$ cat src/rtl/dds_phase_accumulator.sv
// DDS phase accumulator with registered ROM address generation, runtime
// reconfiguration and a linear frequency sweep that advances once per wrap.
module dds_phase_accumulator #(
    parameter int ACC_WIDTH  = 32,
    parameter int ADDR_WIDTH = 4
) (
    input  logic                  clk,
    input  logic                  rst,
    input  logic                  en,
    input  logic                  cfg_valid,
    output logic                  cfg_ready,
    input  logic [ACC_WIDTH-1:0]  cfg_ftw,
    input  logic [ADDR_WIDTH-1:0] cfg_pow,
    input  logic                  cfg_phase_clr,
    input  logic                  sweep_start,
    input  logic [ACC_WIDTH-1:0]  sweep_step,
    input  logic [ACC_WIDTH-1:0]  sweep_stop,
    output logic [ADDR_WIDTH-1:0] addr,
    output logic                  addr_valid,
    output logic                  wrap,
    output logic                  sweep_busy,
    output logic                  sweep_done
);

    localparam logic [1:0] ST_IDLE  = 2'd0;
    localparam logic [1:0] ST_FIXED = 2'd1;
    localparam logic [1:0] ST_SWEEP = 2'd2;

    logic [ACC_WIDTH-1:0]  acc_q,  acc_d;
    logic [ACC_WIDTH-1:0]  ftw_q,  ftw_d;
    logic [ADDR_WIDTH-1:0] pow_q,  pow_d;
    logic [ACC_WIDTH-1:0]  step_q, step_d;
    logic [ACC_WIDTH-1:0]  stop_q, stop_d;
    logic [1:0]            state_q, state_d;
    logic [ADDR_WIDTH-1:0] addr_q, addr_d;
    logic                  addr_valid_q, addr_valid_d;
    logic                  wrap_q, wrap_d;
    logic                  done_q, done_d;

    logic [ACC_WIDTH:0]    acc_sum_s;
    logic [ACC_WIDTH:0]    sweep_sum_s;
    logic [ADDR_WIDTH-1:0] phase_s;
    logic                  carry_s;
    logic                  cfg_accept_s;

    assign acc_sum_s    = {1'b0, acc_q} + {1'b0, ftw_q};
    assign sweep_sum_s  = {1'b0, ftw_q} + {1'b0, step_q};
    assign phase_s      = acc_q[ACC_WIDTH-1 -: ADDR_WIDTH];
    assign carry_s      = en & acc_sum_s[ACC_WIDTH];
    assign cfg_ready    = (state_q != ST_SWEEP);
    assign sweep_busy   = (state_q == ST_SWEEP);
    assign cfg_accept_s = cfg_valid & cfg_ready;

    assign addr       = addr_q;
    assign addr_valid = addr_valid_q;
    assign wrap       = wrap_q;
    assign sweep_done = done_q;

    // Next-state: accumulation, config acceptance and sweep control.
    always_comb begin
        acc_d        = acc_q;
        ftw_d        = ftw_q;
        pow_d        = pow_q;
        step_d       = step_q;
        stop_d       = stop_q;
        state_d      = state_q;
        addr_d       = addr_q;
        addr_valid_d = en;
        wrap_d       = 1'b0;
        done_d       = 1'b0;

        if (en) begin
            addr_d = phase_s + pow_q;
            acc_d  = acc_sum_s[ACC_WIDTH-1:0];
            wrap_d = acc_sum_s[ACC_WIDTH];
        end else begin
            addr_d = addr_q;
        end

        // A config accept pre-empts any sweep request on the same edge.
        if (cfg_accept_s) begin
            ftw_d   = cfg_ftw;
            pow_d   = cfg_pow;
            state_d = ST_FIXED;
            if (cfg_phase_clr) begin
                acc_d  = {ACC_WIDTH{1'b0}};
                wrap_d = 1'b0;
            end else begin
                acc_d  = acc_d;
            end
        end else begin
            case (state_q)
                ST_FIXED: begin
                    if (sweep_start) begin
                        step_d = sweep_step;
                        stop_d = sweep_stop;
                        if (sweep_stop <= ftw_q) begin
                            done_d = 1'b1;
                        end else begin
                            state_d = ST_SWEEP;
                        end
                    end else begin
                        state_d = ST_FIXED;
                    end
                end
                ST_SWEEP: begin
                    if (carry_s) begin
                        if (sweep_sum_s >= {1'b0, stop_q}) begin
                            ftw_d   = stop_q;
                            done_d  = 1'b1;
                            state_d = ST_FIXED;
                        end else begin
                            ftw_d = sweep_sum_s[ACC_WIDTH-1:0];
                        end
                    end else begin
                        state_d = ST_SWEEP;
                    end
                end
                ST_IDLE: begin
                    state_d = ST_IDLE;
                end
                default: begin
                    state_d = ST_IDLE;
                end
            endcase
        end
    end

    // State registers with asynchronous reset.
    always_ff @(posedge clk or posedge rst) begin
        if (rst) begin
            acc_q        <= {ACC_WIDTH{1'b0}};
            ftw_q        <= {ACC_WIDTH{1'b0}};
            pow_q        <= {ADDR_WIDTH{1'b0}};
            step_q       <= {ACC_WIDTH{1'b0}};
            stop_q       <= {ACC_WIDTH{1'b0}};
            state_q      <= ST_IDLE;
            addr_q       <= {ADDR_WIDTH{1'b0}};
            addr_valid_q <= 1'b0;
            wrap_q       <= 1'b0;
            done_q       <= 1'b0;
        end else begin
            acc_q        <= acc_d;
            ftw_q        <= ftw_d;
            pow_q        <= pow_d;
            step_q       <= step_d;
            stop_q       <= stop_d;
            state_q      <= state_d;
            addr_q       <= addr_d;
            addr_valid_q <= addr_valid_d;
            wrap_q       <= wrap_d;
            done_q       <= done_d;
        end
    end

endmodule

$ cat config.mk
export PLATFORM = sky130hd
export DESIGN_NAME = dds_phase_accumulator
export DESIGN_NICKNAME = d
export VERILOG_FILES = /design/src/rtl/dds_phase_accumulator.sv
export SDC_FILE = /design/constraint.sdc
export NUM_CORES = 1
export LEC_CHECK = 0
export CORE_ASPECT_RATIO = 1.2
export CORE_MARGIN = 8
export CORE_UTILIZATION = 48
export DETAILED_ROUTE_END_ITERATION = 16
export PLACE_DENSITY = 0.7
export SYNTH_ARGS = -nofsm -noshare
export SYNTH_HDL_FRONTEND = slang
export SYNTH_SLANG_ARGS = --single-unit
$ cat constraint.sdc
create_clock -name clk -period 6.2 [get_ports clk]
set_clock_uncertainty 0.1 [all_clocks]
set_input_delay 1.24 -clock clk [delete_from_list [all_inputs] [get_ports clk]]
set_output_delay 1.24 -clock clk [all_outputs]
set_load 0.02 [all_outputs]
==> results of run 1 <==
==> cells by family (layout without fill, tap and decap cells) <==
| kind of cell | count (synthesis) | in the layout | synth area share [%] |
|---|---|---|---|
| mux | 74 | 74 | 7.44 |
| xor+xnor | 51 | 51 | 4.22 |
| flops | 141 | 141 | 33.4 |
| buf+inv | 124 | 237 | 4.79 |
| simple gates | 275 | 275 | 12.5 |
| compound gates | 351 | 351 | 21.4 |
| fa+ha+maj | 136 | 136 | 16.3 |
==> sequential cells by signal, indices dropped and copies added (netlist names) <==
name / count
addr: 4
stop_q: 32
sweep_done: 1
wrap: 1
ftw_q: 32
addr_valid: 1
state_q: 2
pow_q: 4
acc_q: 32
step_q: 32
==> per-stage QoR <==
stage               cell area, sq um  cells  total power [W]  setup slack [ns]
detailed placement             11900   1507          0.00602             0.685
global route                   12600   1539          0.00782             0.234
floorplan                      10600   1152          0.00502              1.08
CTS                            12600   1539          0.00718             0.628
global placement               11900   1507          0.00593             0.826
finish                         12600   1539          0.00719             0.526
==> worst paths after layout <==
path / end / startpoint
setup / recovery: state_q[1] / ftw_q[0]
setup reg to reg: state_q[1] / ftw_q[0]
max in group asynchronous: stop_q[17] / rst
min in group asynchronous: acc_q[6] / rst
hold reg to reg: pow_q[0] / pow_q[0]
hold / removal: pow_q[0] / pow_q[0]
==> cell type report <==
type | instances | area (sq um)
clock buffer | 19 | 443
clock inverter | 13 | 189
fill | 1959 | 9120
inverter | 83 | 317
multi-input combinational | 887 | 6560
sequential | 141 | 3530
tap | 274 | 343
timing repair buffer | 122 | 1200
==> metal layers <==
metal / global-route usage [%] / up-vias / wire, microns
li1: - / 4388 / -
met1: 28.7 / 4404 / 12800
met2: 36.7 / 273 / 14200
met3: 3.63 / 59 / 1460
met4: 8.92 / 0 / 941
met5: 0 / - / 0
==> power by group <==
group | internal, W | switching, W
combinational | 0.00197 | 0.00251
clock | 0.000687 | 0.000426
sequential | 0.00129 | 0.000298
total | 0.00395 | 0.00324
==> tightest hold or removal path: stages (launching register included) <==
cell and delay (ns):
dfrtp_1 0.35, nand2_1 0.05, nand2_1 0.05
==> synthesized netlist by cell type, types with 5 or more instances <==
cell      number
mux2_2        35
mux2i_1       37
buf_1          9
nor2_1        68
clkbuf_1      23
a211oi_1      17
inv_1         83
nor3_1        13
a31oi_1        6
or3_1          8
a22oi_1       22
o211ai_1       8
nand4_1       20
and3_1         7
nand3_1       19
nor2b_1       11
nand2_1       90
and2_1         6
dfrtp_1      141
ha_1         133
o21ai_1       26
o21ai_0       77
nand2b_1       5
o21bai_1      13
xnor2_1       30
xor2_1        21
o21a_1         6
a21oi_1       86
a21o_1        43
==> key figures, run 1 <==
Setup path
  – Cell breakdown of the critical path: ha_1 > fa_1 > a211oi_1 > o21a_1 > nor3_1 > or3_1 > a31o_2 > a211oi_1 > nor2_1 > ha_1 > a21oi_1 > o21ai_0 > a211oi_1 > nor3b_1 > o31ai_1 > nand3_2 > or2_4 > o21ai_2 > mux2_1
  – Worst reg2reg setup slack: 0.53 ns
  – Max Fanout on Critical Path: 11
  – Type of origin of the critical path: flip-flop
  – CP max-delay cell: fa_1
  – Data required time at the worst endpoint: 6.41 ns
  – Buf/Inv on CP: 0
  – Most used cell along the critical path: a211oi_1
  – Critical path type: flip-flop to flip-flop
  – CP top delay family: compound AO/OA/AOI/OAI gates
  – Depth of the most critical reg-to-reg path: 19
  – Crit path depth: 19
  – Slowest Stage Delay on Critical Path: 0.45 ns
  – Endpoint type of the worst setup path: flip-flop
  – Crit path DAT: 5.88 ns

Global routing
  – First-pass GRT wire length: 47.3 mm
  – Total grt overflow: 0
  – Vias in the first global route: 9091
  – Initial antenna violation count: 0
  – Gr usage total: 22.3%
  – Pin count of the biggest net entering global routing: 105

Route
  – Routed len/inst: 19.1 microns
  – Routed wire length: 29.3 mm
  – Post-DRT Antenna Nets: 0
  – Vias per cell: 5.93
  – 1st-iter DRT viols: 508
  – First-pass detailed-route iteration total: 5
  – Vias: 9124
  – Drc violations: 0

Yosys
  – Post-synth EDFFs: 0
  – Syn_nets: 1394
  – Flops & latches, synth: 141
  – Top cell type's share of synthesized area: 33.4%
  – Synth warn: 0
  – Yosys top cell by area: dfrtp_1
  – Average size of a mapped cell: 9.18 sq um
  – Library cells used by synthesis: 78
  – Register area share after synthesis: 33.4%
  – Syn Inst Count: 1152
  – Async set-or-reset flop fraction in the synthesized netlist: 100%
  – Synth area leaders: dfrtp_1 33%, ha_1 16%, a21oi_1 4.1%, mux2_2 3.7%, o21ai_0 3.6%
  – Most used DFF post-synth: dfrtp_1
  – Mapped Area: 10600 sq um

Floorplan
  – Core area: 21700 sq um
  – Die Y: 179 microns
  – # IOs: 115
  – Initial Util: 48.7%
  – Die W: 152 microns
  – Standard-cell rows: 59
  – Die Footprint: 27100 sq um

Cells and area
  – ANT cells: 0
  – Ratio of cells with drive above 1 in the final layout: 8.06%
  – Layout area overhead: 18.9%
  – Most frequent cells in the layout: 141 x dfrtp_1, 133 x ha_1, 113 x clkdlybuf4s50_1
  – Most common cell after layout, fill and taps aside: dfrtp_1
  – Nets@finish: 1494
  – Final Util: 58.0%

STA
  – Final min period: 5.67 ns
  – Worst slew pin tran: 1.00 ns
  – Final setup fails: 0
  – RSZ-0062 raised after global routing: false
  – Part of the cycle the worst path needs: 91.5%
  – Total negative slack: 0 ns
  – Pins Over Slew Limit: 0
  – Max Freq: 176 MHz
  – Hold_ws: 0.389 ns
  – Final hold violations: 0
  – Slew headroom: 33.2%

Clock network
  – CTS tree: built
  – Post-CTS Setup Bufs: 0
  – Clk pin slew, worst setup/hold paths: 0.07 ns
  – Number of gates resized after CTS: 0
  – H-tree levels: 4
  – Longest Clk Path Bufs: 2
  – Clk Latency, worst-skew pair: 0.43 ns
  – Root Buffer: clkbuf_16
  – Clock buffer count from CTS: 17
  – Hold_buf cts: 0
  – Clk sinks: 141

Min path
  – Type of the tightest min-delay check: flip-flop to flip-flop
  – Hold path depth: 2

Place
  – HPWL Detailed: 22.9 mm
  – IO buf count: 114
  – RePlAce Congestion: 0.930

Power
  – Pwr Density: 572 nW/um^2
  – VDD IR max: 0.278 mV
  – Leak pwr: 5.91 nW

Run
  – Max_cap viols: 0

Run status
  – Status: complete, no violations
(Power assumes the default switching activity.)
==> inputs of run 2 (changes only) <==
CORE_UTILIZATION = 49   (was 48)
GPL_ROUTABILITY_DRIVEN = 0   (was not set)
PLACE_DENSITY = 0.71   (was 0.7)
==> key figures, run 2 (synthesis gave the netlist of run 1 again) <==
Route
  – Routed wire length: 29.7 mm
  – Routed wl met3: 1.42 mm
  – Routed wl met2: 14.6 mm
  – Vias: 9095
  – Post-DRT Antenna Nets: 0
  – DRT met1 WL: 12.7 mm
  – First-pass detailed-route iteration total: 5
  – Routed len/inst: 19.3 microns
  – Max layer used: met4
  – Vias per cell: 5.91
  – Drc violations: 0
  – 1st-iter DRT viols: 546

Setup path
  – Endpoint type of the worst setup path: flip-flop
  – CP top delay family: compound AO/OA/AOI/OAI gates
  – Slowest Stage Delay on Critical Path: 0.45 ns
  – Worst setup endpoint: state_q[0]
  – CP max-delay cell: a2111oi_0
  – Type of origin of the critical path: flip-flop
  – Start of the worst register-to-register path: ftw_q[0]
  – Cell breakdown of the critical path: ha_1 > fa_1 > a211oi_1 > o21a_1 > nor3_1 > o31ai_2 > buf_4 > a21o_1 > a21oi_1 > or2_1 > o211ai_1 > ha_1 > a21oi_1 > nor2b_1 > a2111oi_0 > o21ai_1 > nor2_1 > nand3_2 > or2_4 > o21ai_2 > mux2_1
  – Buf/Inv on CP: 1
  – Crit path DAT: 5.85 ns
  – Depth of the most critical reg-to-reg path: 21
  – Worst reg2reg setup slack: 0.56 ns
  – Crit path depth: 21
  – RR Endpoint: state_q[0]
  – Max Fanout on Critical Path: 16
  – Data required time at the worst endpoint: 6.41 ns
  – Critical path type: flip-flop to flip-flop
  – Critical path origin: ftw_q[0]

Cells and area
  – Number of filler cells placed in the layout: 1936
  – Layout area overhead: 18.1%
  – Multi-input logic area: 6560 sq um
  – Most common cell after layout, fill and taps aside: dfrtp_1
  – ANT cells: 0
  – Reg area: 3530 sq um
  – Most frequent cells in the layout: 141 x dfrtp_1, 133 x ha_1, 113 x clkdlybuf4s50_1
  – Nets@finish: 1495
  – Ratio of cells with drive above 1 in the final layout: 7.98%

Global routing
  – First-pass GRT wire length: 48.0 mm
  – Initial antenna violation count: 0
  – Pin count of the biggest net entering global routing: 97
  – Vias in the first global route: 9330
  – Total grt overflow: 0
  – Gr usage total: 23.0%

Clock network
  – Longest Clk Path Bufs: 2
  – Clk sinks: 141
  – Hold_buf cts: 0
  – Clk pin slew, worst setup/hold paths: 0.06 ns
  – CTS tree: built
  – H-tree levels: 4
  – Root Buffer: clkbuf_16
  – Post-CTS Setup Bufs: 0
  – Clock buffer count from CTS: 17
  – Clk Latency, worst-skew pair: 0.43 ns
  – Number of gates resized after CTS: 0

STA
  – Total negative slack: 0 ns
  – Slew headroom: 37.8%
  – Final hold violations: 0
  – Hold_ws: 0.385 ns
  – Max Freq: 177 MHz
  – Final min period: 5.64 ns
  – Final setup fails: 0
  – RSZ-0062 raised after global routing: false
  – Worst slew pin tran: 0.934 ns
  – Part of the cycle the worst path needs: 91.0%
  – Pins Over Slew Limit: 0

Run status
  – Status: complete, no violations

Run
  – Max_cap viols: 0

Min path
  – Type of the tightest min-delay check: flip-flop to flip-flop

Floorplan
  – Die Y: 177 microns
  – Initial Util: 49.4%
  – Standard-cell rows: 59
  – # IOs: 115
  – Die W: 150 microns
  – Core area: 21400 sq um
  – Die Footprint: 26600 sq um

Place
  – HPWL Detailed: 23.1 mm
  – IO buf count: 114

Power
  – Pwr Density: 568 nW/um^2
  – Leak pwr: 5.86 nW
  – VDD IR max: 0.324 mV
run 2: cell types whose count changed in the layout (fill, tap and decap cells not counted):
cell        change
buf_4           +1
bufinv_16       -3
clkbuf_1        +1
clkinv_2        +2
clkinv_4        -2
clkinvlp_4      +3
inv_6           -2
run 2: area by class of cell:
type | instances | area share [%]
Clock inverter | 11 | 0.771
Tap cell | 274 | 2.74
Sequential cell | 141 | 28.2
Clock buffer | 20 | 3.57
Timing Repair Buffer | 123 | 9.63
Inverter | 83 | 2.53
Multi-Input combinational cell | 887 | 52.5
run 2: through the flow:
stage	utilization [%]	power (W)	setup WS [ns]	cell area, sq um	instances
2_1_floorplan	-	0.00502	1.08	10600	1152
3_3_place_gp	55.8	0.00595	0.778	12000	1508
3_5_place_dp	55.8	0.00606	0.594	12000	1508
4_1_cts	58.4	0.00708	0.587	12500	1539
5_1_grt	58.4	0.00770	0.208	12500	1539
6_report	58.4	0.00710	0.556	12500	1539
run 2: worst reg2reg max path, delay by kind of cell, from the launching register on:
family,cells,cell delay [ns]
AOI/OAI and AO/OA,10,2.14
and+or+nand+nor,6,1.35
adders and majority gates,3,1.00
DFF,1,0.42
muxes,1,0.34
buffers and inverters,1,0.18
run 2: routing by layer:
layer	GRT usage, %	vias to the layer above
met5	0	-
met4	9.18	0
met3	3.71	58
met2	38.9	286
met1	28.6	4364
li1	-	4387
run 2: worst min path at each step:
stage	from	to	slack (ns)	depth (start not counted)
after floorplan	pow_q[0]	pow_q[0]	0.35	2
after global placement	addr[1]	addr[1]	0.37	2
after detailed placement	addr[1]	addr[1]	0.38	2
after CTS	addr[1]	addr[1]	0.39	2
after global routing	addr[1]	addr[1]	0.42	2
final	addr[1]	addr[1]	0.39	2
run 2: where the power goes:
part	internal, W	switching (W)	total (W)	leakage, nW
logic	0.00198	0.00256	0.00454	3.89
registers	0.00130	0.000302	0.00160	1.72
clock network	0.000557	0.000407	0.000964	0.254
